**src/rtl/vga_pixel_out.sv**
```systemverilog
// vga_pixel_out: final VGA output stage.
// Owns the raster counters that every drawing object sees. Delays the raw
// sync/blank timing so it meets the pixel coming back from the draw+mux
// pipeline, and expands RGB332 to the 8-bit-per-channel DAC.
// Pixel handshake: none. RGBIn is sampled on every clk edge, and the value
// present must belong to the coordinate that was published PIPE_DELAY cycles
// earlier. There is no valid or ready.
module vga_pixel_out #(
    parameter int H_ACTIVE   = 640,
    parameter int H_FP       = 16,
    parameter int H_SYNC     = 96,
    parameter int H_BP       = 48,
    parameter int V_ACTIVE   = 480,
    parameter int V_FP       = 10,
    parameter int V_SYNC     = 2,
    parameter int V_BP       = 33,
    parameter int PIPE_DELAY = 2
) (
    input  logic        clk,
    input  logic        resetN,
    input  logic [7:0]  RGBIn,
    output logic [10:0] pixelX,
    output logic [10:0] pixelY,
    output logic        startOfFrame,
    output logic [7:0]  red,
    output logic [7:0]  green,
    output logic [7:0]  blue,
    output logic        hSync,
    output logic        vSync,
    output logic        blankN,
    output logic        syncN
);

    localparam int H_TOTAL = H_ACTIVE + H_FP + H_SYNC + H_BP;
    localparam int V_TOTAL = V_ACTIVE + V_FP + V_SYNC + V_BP;

    localparam logic [10:0] H_LAST   = 11'(H_TOTAL - 1);
    localparam logic [10:0] V_LAST   = 11'(V_TOTAL - 1);
    localparam logic [10:0] H_ACT    = 11'(H_ACTIVE);
    localparam logic [10:0] V_ACT    = 11'(V_ACTIVE);
    localparam logic [10:0] HS_START = 11'(H_ACTIVE + H_FP);
    localparam logic [10:0] HS_END   = 11'(H_ACTIVE + H_FP + H_SYNC);
    localparam logic [10:0] VS_START = 11'(V_ACTIVE + V_FP);
    localparam logic [10:0] VS_END   = 11'(V_ACTIVE + V_FP + V_SYNC);

    // Bit positions inside one timing word {active, hs_raw, vs_raw}.
    localparam int T_ACT = 2;
    localparam int T_HS  = 1;
    localparam int T_VS  = 0;
    // Blanked, both syncs de-asserted (high).
    localparam logic [2:0] TIMING_IDLE = 3'b011;

    // The raster holds at (0,0) for one cycle after reset. That way the first
    // frame-start pulse lines up with (0,0) on the cycle after resetN rises.
    logic        started_q, started_d;
    logic [10:0] x_q, x_d;
    logic [10:0] y_q, y_d;
    logic        sof_q, sof_d;

    logic [2:0]                  raw_timing;
    logic [PIPE_DELAY-1:0][2:0]  pipe_q, pipe_d;
    logic [2:0]                  tap;

    logic [7:0] red_q, red_d;
    logic [7:0] green_q, green_d;
    logic [7:0] blue_q, blue_d;
    logic       hs_q, hs_d;
    logic       vs_q, vs_d;
    logic       blank_q, blank_d;
    logic       sync_q;

    // Next raster position and the frame-start flag for that position.
    always_comb begin
        started_d = 1'b1;
        x_d       = x_q;
        y_d       = y_q;
        if (started_q) begin
            if (x_q == H_LAST) begin
                x_d = '0;
                y_d = (y_q == V_LAST) ? '0 : y_q + 11'd1;
            end else begin
                x_d = x_q + 11'd1;
            end
        end
        sof_d = (x_d == '0) && (y_d == '0);
    end

    // Raster counter and frame-start registers.
    always_ff @(posedge clk or negedge resetN) begin
        if (!resetN) begin
            started_q <= 1'b0;
            x_q       <= '0;
            y_q       <= '0;
            sof_q     <= 1'b0;
        end else begin
            started_q <= started_d;
            x_q       <= x_d;
            y_q       <= y_d;
            sof_q     <= sof_d;
        end
    end

    // Undelayed timing for the coordinate currently published.
    always_comb begin
        raw_timing        = TIMING_IDLE;
        raw_timing[T_ACT] = (x_q < H_ACT) && (y_q < V_ACT);
        raw_timing[T_HS]  = !((x_q >= HS_START) && (x_q < HS_END));
        raw_timing[T_VS]  = !((y_q >= VS_START) && (y_q < VS_END));
    end

    // Shift the timing word one stage per clock.
    always_comb begin
        pipe_d    = pipe_q;
        pipe_d[0] = raw_timing;
        for (int i = 1; i < PIPE_DELAY; i++) begin
            pipe_d[i] = pipe_q[i-1];
        end
    end

    // Timing delay line, matching the draw+mux latency.
    always_ff @(posedge clk or negedge resetN) begin
        if (!resetN) begin
            pipe_q <= {PIPE_DELAY{TIMING_IDLE}};
        end else begin
            pipe_q <= pipe_d;
        end
    end

    assign tap = pipe_q[PIPE_DELAY-1];

    // Colour expansion by bit replication, forced black outside active video.
    always_comb begin
        blank_d = tap[T_ACT];
        hs_d    = tap[T_HS];
        vs_d    = tap[T_VS];
        red_d   = 8'h00;
        green_d = 8'h00;
        blue_d  = 8'h00;
        if (tap[T_ACT]) begin
            red_d   = {RGBIn[7:5], RGBIn[7:5], RGBIn[7:6]};
            green_d = {RGBIn[4:2], RGBIn[4:2], RGBIn[4:3]};
            blue_d  = {RGBIn[1:0], RGBIn[1:0], RGBIn[1:0], RGBIn[1:0]};
        end
    end

    // DAC output register: the pixel and its delayed timing leave together.
    always_ff @(posedge clk or negedge resetN) begin
        if (!resetN) begin
            red_q   <= 8'h00;
            green_q <= 8'h00;
            blue_q  <= 8'h00;
            hs_q    <= 1'b1;
            vs_q    <= 1'b1;
            blank_q <= 1'b0;
            sync_q  <= 1'b0;
        end else begin
            red_q   <= red_d;
            green_q <= green_d;
            blue_q  <= blue_d;
            hs_q    <= hs_d;
            vs_q    <= vs_d;
            blank_q <= blank_d;
            sync_q  <= 1'b0;
        end
    end

    assign pixelX       = x_q;
    assign pixelY       = y_q;
    assign startOfFrame = sof_q;
    assign red          = red_q;
    assign green        = green_q;
    assign blue         = blue_q;
    assign hSync        = hs_q;
    assign vSync        = vs_q;
    assign blankN       = blank_q;
    assign syncN        = sync_q;

endmodule
```
**config.mk**
```make
export PLATFORM = sky130hd
export DESIGN_NAME = vga_pixel_out
export DESIGN_NICKNAME = d
export VERILOG_FILES = /design/src/rtl/vga_pixel_out.sv
export SDC_FILE = /design/constraint.sdc
export NUM_CORES = 1
export LEC_CHECK = 0
export ABC_AREA = 0
export CORE_ASPECT_RATIO = 1.25
export CORE_MARGIN = 2
export CORE_UTILIZATION = 47
export CTS_CLUSTER_SIZE = 40
export DETAILED_ROUTE_END_ITERATION = 8
export PLACE_DENSITY_LB_ADDON = 0.25
export SETUP_SLACK_MARGIN = 0.15
export SLEW_MARGIN = 0
export SYNTH_ARGS = -nofsm -noshare
export SYNTH_HDL_FRONTEND = slang
export SYNTH_SLANG_ARGS = --single-unit
```
**constraint.sdc**
```tcl
create_clock -name clk -period 3.3 [get_ports clk]
set_clock_uncertainty 0.05 [all_clocks]
set_input_delay 0.66 -clock clk [delete_from_list [all_inputs] [get_ports clk]]
set_output_delay 0.66 -clock clk [all_outputs]
set_load 0.005 [all_outputs]
```
== Word level (Yosys, flattened, before mapping) ==
Index checks and enable logic that the tools add are counted.
Widths: inputs -> output; s select.

* Order comparisons: 6
* Reductions and logical operators: 8
* Mux-type cells: 8
* Add/sub/neg operators: 2
* Equality and inequality tests: 2

{| class="wikitable"
|+ Operators by type and width
! operator !! count
|-
| $mux 11 || 5
|-
| $mux 8 || 3
|-
| $add 11x1->11 const B || 2
|-
| $eq 11x10->1 const B || 2
|-
| $logic_not 11->1 || 2
|-
| $lt 11x10->1 const B || 2
|-
| $lt 11x9->1 const B || 2
|-
| $ge 11x10->1 const B || 1
|-
| $ge 11x9->1 const B || 1
|-
| $logic_and 1x1->1 || 4
|-
| $logic_not 1->1 || 2
|}

* Register bits after elaboration: 57
* Logic and storage cells: 38
* Bits of input ports: 10
* Output and inout port bits: 51

== Depth between registers and ports, before layout ==
Gate-level depths: netlist of the first run.

* Depth in word-level cells: 6
* Gate-level depth with buffers: 9
* Gate-level depth less buffers: 9

== Worst setup path before layout of the first run ==
Ideal clock, no wire load.

* Kind: register -> register
* Start: register x_q[0] (netlist: pixelX[0])
* End: register sof_q (netlist: startOfFrame)
* Stages on the path, launching flop included: 9
* Path buffers: 0
* Path slack: 0.599 ns
* Arrival: 2.555 ns
* Period minus slack after synthesis: 2.701 ns
* Cell sequence: dfrtp_1 -> ha_1 -> nand3_4 -> nor4b_4 -> nand2_1 -> a2111oi_0 -> nand3b_1 -> or4_1 -> nor4_2

* Longest elaborated chain between the ends: 5
* Elaborated cells on any way between the ends: 9
* Classes of those cells: add/sub: 1; eq/ne: 1; mux: 4; reduce/logical: 3

{| class="wikitable"
|+ Ends and longest elaborated chain
! what !! line !! source
|-
| start, declared || 56 || <nowiki>logic [10:0] x_q, x_d;</nowiki>
|-
| start signal, assigned || 92 || <nowiki>x_q <= '0;</nowiki>
|-
| start signal, assigned || 97 || <nowiki>x_q <= x_d;</nowiki>
|-
| $add 11x1->11 / $eq 11x10->1 (equally long branches) || 82, 78 ||
|-
| $mux 11 || 78 || <nowiki>if (x_q == H_LAST) begin</nowiki>
|-
| $mux 11 || 77 || <nowiki>if (started_q) begin</nowiki>
|-
| $logic_not 11->1 || 85 || <nowiki>sof_d = (x_d == '0) && (y_d == '0);</nowiki>
|-
| $logic_and 1x1->1 (*) || 85 ||
|-
| named net sof_d || 58 || <nowiki>logic sof_q, sof_d;</nowiki>
|-
| end signal, assigned || 94 || <nowiki>sof_q <= 1'b0;</nowiki>
|-
| end signal, assigned || 99 || <nowiki>sof_q <= sof_d;</nowiki>
|-
| end, declared || 58 ||
|}

The timed path passes the listed nets; every way through them passes the cells marked *.

== Worst setup path after layout of the first run ==
Same ends and word-level chain as after synthesis.

==> results of run 1 <==
==> power groups by stage <==
stage          combinational [mW]  sequential, mW  clock (mW)
2_1_floorplan               0.192           0.631           0
3_3_place_gp                0.335           0.642           0
3_5_place_dp                0.338           0.647           0
4_1_cts                     0.341           0.637       0.325
5_1_grt                     0.369           0.649       0.344
6_report                    0.337           0.637       0.312
==> logic make-up after synthesis <==
kind of cell | after synthesis
multiplexers | 4
buffers and inverters | 27
XOR/XNOR | 12
adder cells (fa/ha/maj) | 3
flip-flops | 41
other | 2
AO/OA/AOI/OAI | 22
AND/OR/NAND/NOR | 83
==> per-stage QoR <==
step / worst slack (ns) / power [mW]
after floorplan: 0.5989 / 0.8228
after detailed placement: 0.4283 / 0.9845
after CTS: 0.3996 / 1.303
final: 0.4023 / 1.286
after global routing: 0.1534 / 1.362
after global placement: 0.5310 / 0.9767
==> metal layers <==
| metal | global-route usage | routed length (microns) | share of wire | vias up |
|---|---|---|---|---|
| li1 | - | - | - | 756 |
| met1 | 0.2306 | 1795 | 0.42 | 774 |
| met2 | 0.3213 | 2257 | 0.53 | 45 |
| met3 | 0.03478 | 197 | 0.046 | 4 |
| met4 | 0.05652 | 19 | 0.0045 | 0 |
| met5 | 0 | 0 | 0 | - |
==> cell type report <==
| type | instances | area, sq um |
|---|---|---|
| fill | 378 | 1501 |
| clock buffer | 5 | 68.82 |
| multi-input combinational | 126 | 853.3 |
| sequential | 41 | 1033 |
| timing repair buffer | 60 | 593.1 |
| tap | 56 | 70.07 |
| inverter | 7 | 26.28 |
| clock inverter | 3 | 17.52 |
==> layout by cell type (no fill, tap or decap), types with 6 or more instances in the layout <==
| master | count |
|---|---|
| clkdlybuf4s50_1 | 58 |
| dfrtp_1 | 35 |
| xnor2_1 | 7 |
| nand3_1 | 8 |
| dfstp_2 | 6 |
| nand4_1 | 6 |
| nand2_1 | 14 |
| and2_1 | 9 |
| inv_1 | 7 |
| nor2_1 | 13 |
==> worst reg2reg max path, cell delays in order, from the launching register on <==
cell,delay (ns)
dfrtp_1,0.48
ha_1,0.30
nand3_4,0.14
nor4b_4,0.33
nand2_1,0.19
a2111oi_0,0.50
nand3b_1,0.13
or4_1,0.43
nor4_2,0.26
==> state kept, by name, indices dropped and copies added, names as in the netlist, 2 cells and up <==
| signal | count |
|---|---|
| pixelX | 11 |
| green | 3 |
| tap | 3 |
| red | 3 |
| pixelY | 11 |
| blue | 2 |
| pipe_d | 3 |
==> worst min-delay path by stage <==
stage | to | cells past startpoint | slack, ns | startpoint
after floorplan | tap[2]$_DFF_PN0_ | 0 | 0.28 | pipe_d[5]$_DFF_PN0_
after global placement | tap[2]$_DFF_PN0_ | 0 | 0.28 | pipe_d[5]$_DFF_PN0_
after detailed placement | tap[1]$_DFF_PN1_ | 0 | 0.30 | pipe_d[4]$_DFF_PN1_
after CTS | vSync$_DFF_PN1_ | 0 | 0.31 | tap[0]$_DFF_PN1_
after global routing | tap[1]$_DFF_PN1_ | 0 | 0.32 | pipe_d[4]$_DFF_PN1_
final | vSync$_DFF_PN1_ | 0 | 0.31 | tap[0]$_DFF_PN1_
==> results.cfg, run 1 <==
[synthesis]
synth.area.mux_share = 0.02128
yosys.area_share.simple = 0.2498
synth_area_leaders = dfrtp_1, dfstp_2, buf_4
yosysMostFrequentCell = dfrtp_1
synth_top_area_cell = dfrtp_1
yosys.area.top_type_share = 0.4255
ys_ff_latch = 41
synth_nets = 207
syn_area_per_cell_sq_um = 10.61
synth_cell_types = 47
synth_cells = 194
ys_warn_count = 0
synthTopCellsByCount = dfrtp_1, buf_4, nand2_1, nor2_1, and2_1
yosysSeqAreaShare = 0.5021
synthFlopType = dfrtp_1
synthXorXnorAreaFrac = 0.05106
synth_top_family_by_area = simple AND/OR/NAND/NOR gates
synthesis.area_sq_um = 2058
synth_edf_count = 0
async_flop_share = 1.000
synth_compound_area_frac = 0.07052
synthAdderAreaFrac = 0.01824

[timing]
worst_pin_slew_ns = 0.8845
setup-tns-final_ns = 0
period_share = 0.8781
period_minus_slack_ns = 2.898
rsz0062_at_grt = false
setup-violations-final = 0
hold_viol_final = 0
max_freq_ghz = 0.3451
hold_ws_ns = 0.3067
max_slew_margin = 0.4103
drv_slew = 0

[setup_path]
cpPeakStageDelay_ns = 0.50
cp-end-kind = flop
r2r_end = startOfFrame$_DFF_PN0_
crit_arrival_ns = 3.04
path_delay_family = simple AND/OR/NAND/NOR gates
worstPathRequired_ns = 3.44
crit_type = reg -> reg
worstPathCellList = ha_1 -> nand3_4 -> nor4b_4 -> nand2_1 -> a2111oi_0 -> nand3b_1 -> or4_1 -> nor4_2
crit_slowest_cell = a2111oi_0
worst-path-stages = 8
path_max_fanout = 9
critPathCapture = startOfFrame$_DFF_PN0_
rr_startpoint = pixelX[0]$_DFF_PN0_
crit_buf_inv = 0
start_kind = flop
rr_worst_depth = 8
critPathLaunch = pixelX[0]$_DFF_PN0_
r2r_setup_slack_ns = 0.40

[routing]
via_per_inst = 5.299
firstDrtPassIters = 4
drtIter0Drc = 36
drt_drc_violations_left = 0
ant_nets = 0
vias = 1579
wire_per_inst_microns = 14.33
wl_microns = 4269

[final_layout]
design_area_sq_um = 2663
area_growth_syn_to_layout_pct = 29.36
diodes = 0
drive_above_1_share = 0.1116
nets = 254
final_core_util = 0.6394
instances_no_fill = 298

[placement]
place_area_sq_um = 2576
place_inst = 290
place.gp.congestion = 0.8488
port_buffers = 59
hpwl_microns = 3184

[global_routing]
grt_overflow = 0
grtUsageTotal = 0.1841
grt_pass1_vias = 1534
grt_pass1_wl_microns = 7272
antenna_found_initial = 0
grt_max_degree = 42

[pwr]
p_sw_mw = 0.3841
p_seq_frac = 0.495
power_frac_comb = 0.262
switching_share = 0.2987
peakVddDrop_mv = 0.3149
powerDensity_nw_per_um2 = 482.9
pwr-share-clk = 0.242
internal-power_mw = 0.9017
power.leakage_nw = 1.108

[hold_path]
hold_class = reg -> reg

[clocking]
cts_buffers = 5
cts-resized-gates = 0
cts_hold_buf = 0
cts.sinks = 41
cts_setup_buffers = 0
clock_path_buffers = 2
htreeDepth = 2
root_buffer = clkbuf_8
clkTransAtPathRegs_ns = 0.08
cts_tree = done
clock_latency_ns = 0.29

[status]
status = completed

[floorplanning]
die_w_microns = 63.19
rows = 26
ios = 61
die_area_sq_um = 4928
initial_core_util = 0.4943
core_sq_um = 4164
die_y_microns = 77.99

[run]
cap_violations = 0
No activity file was read; power rests on OpenSTA's default activity.
==> inputs of run 2 (changes only) <==
Settings changed: CORE_UTILIZATION 47 to 42.
Clock period 3.3 ns to 2.4 ns, I/O delays scaled along.
==> run 2 against run 1 <==
The run now ends with negative setup slack left. Total power rose by 50%. Clock power is 47% higher. Maximum frequency up 8.7%. Critical path type unchanged.
==> results.cfg, run 2 (same netlist as run 1, synthesis figures left out) <==
[status]
status = complete, but fails checks
violations = negative setup slack

[routing]
vias = 1744
wl_microns = 4591
firstDrtPassIters = 4
ant_nets = 0
via_per_inst = 5.085
drt_drc_violations_left = 0
wire_per_inst_microns = 13.38
drtIter0Drc = 79

[final_layout]
drive_above_1_share = 0.2686
diodes = 0
mostFrequentLayoutCell = clkdlybuf4s50_1
final_core_util = 0.6413
area_growth_syn_to_layout_pct = 47.36
mostFrequentLayoutCells = clkdlybuf4s50_1, buf_4, dfrtp_1
seq_area_sq_um = 1035
nets = 295
fillers = 406
multiInputGateArea_sq_um = 902.1

[clocking]
cts_tree = done
clkTransAtPathRegs_ns = 0.08
clock_latency_ns = 0.29
htreeDepth = 2
clock_path_buffers = 2
cts_buffers = 5
root_buffer = clkbuf_8
cts.sinks = 41

[global_routing]
grt_max_degree = 42
grt_pass1_vias = 1580
antenna_found_initial = 0
grt_pass1_wl_microns = 7596
grt_overflow = 0
grtUsageTotal = 0.1854

[timing]
period_share = 1.110
max_freq_ghz = 0.3752
setup-tns-final_ns = -0.2649
timing.final.ws_setup_ns = -0.2649
setup-violations-final = 1
period_minus_slack_ns = 2.665
drv_slew = 0
max_slew_margin = 0.4181
worst_pin_slew_ns = 0.8729
rsz0062_at_grt = true
hold_viol_final = 0

[setup_path]
crit_arrival_ns = 2.82
start_kind = flop
cp-end-kind = flop
path_max_fanout = 5
crit_type = reg -> reg
rr_worst_depth = 8
worstPathRequired_ns = 2.56

[floorplanning]
die_area_sq_um = 5480
die_w_microns = 66.62
rows = 28
ios = 61
initial_core_util = 0.4352
core_sq_um = 4730
die_y_microns = 82.27

[placement]
place.gp.congestion = 0.8694
pre_cts_slack_ns = -0.2366
port_buffers = 59
hpwl_microns = 3511

[pwr]
finalPower_mw = 1.933
powerDensity_nw_per_um2 = 637.3
peakVddDrop_mv = 0.4900
power.leakage_nw = 1.319

[hold_path]
hold_class = in -> async

[run]
cap_violations = 0
-- run 2: final timing paths --
check | from | end | slack (ns)
min in group clk | pipe_d[5]$_DFF_PN0_ | tap[2]$_DFF_PN0_ | 0.30
min reg2reg | pipe_d[5]$_DFF_PN0_ | tap[2]$_DFF_PN0_ | 0.30
max in group asynchronous | resetN | pixelX[4]$_DFF_PN0_ | 1.46
max | pixelX[7]$_DFF_PN0_ | startOfFrame$_DFF_PN0_ | -0.26
max reg2reg | pixelX[7]$_DFF_PN0_ | startOfFrame$_DFF_PN0_ | -0.26
min | resetN | green[4]$_DFF_PN0_ | 0.24
-- run 2: routing by layer --
| layer | GRT usage | wire (microns) |
|---|---|---|
| met3 | 0.03388 | 260 |
| met4 | 0.06122 | 88 |
| met1 | 0.2276 | 1901 |
| met2 | 0.3280 | 2342 |
| met5 | 0 | 0 |
-- run 2: timing repair --
action | CTS | global route
pin swaps | 3 | 4
gates resized for setup | 1 | 8
endpoints found under the setup margin | 3 | 7
endpoints found under the hold margin | 0 | 0
setup buffers | 1 | 1
gates cloned | 0 | 0
hold buffers | 0 | 0
-- run 2: cell type report --
type / instances / area share
Clock inverter: 3 / 0.008251
Tap cell: 60 / 0.02475
Sequential cell: 41 / 0.3412
Inverter: 7 / 0.008663
Timing Repair Buffer: 101 / 0.2970
Multi-Input combinational cell: 126 / 0.2974
Clock buffer: 5 / 0.02269
-- run 2: critical path, cell delays in order (launching register included) --
cell and delay, ns:
dfrtp_1 0.40, or3b_4 0.40, buf_4 0.15, nor4b_4 0.37, nand4_1 0.25, or2_4 0.29, mux2_2 0.27, o22a_1 0.18
nor4_2 0.23
-- run 2: power breakdown --
part	switching [mW]	internal, mW
sequential	0.0522	0.757
combinational	0.271	0.393
clock	0.251	0.210
total	0.574	1.36
-- run 2: per-stage QoR --
stage | hold WS, ns | instance area (sq um) | std cells
after global placement | 0.2820 | 2884 | 333
after global routing | 0.2996 | 3033 | 343
after CTS | 0.2842 | 2988 | 342
after detailed placement | 0.2864 | 2884 | 333
final | 0.2426 | 3033 | 343
after floorplan | 0.1344 | 2068 | 194
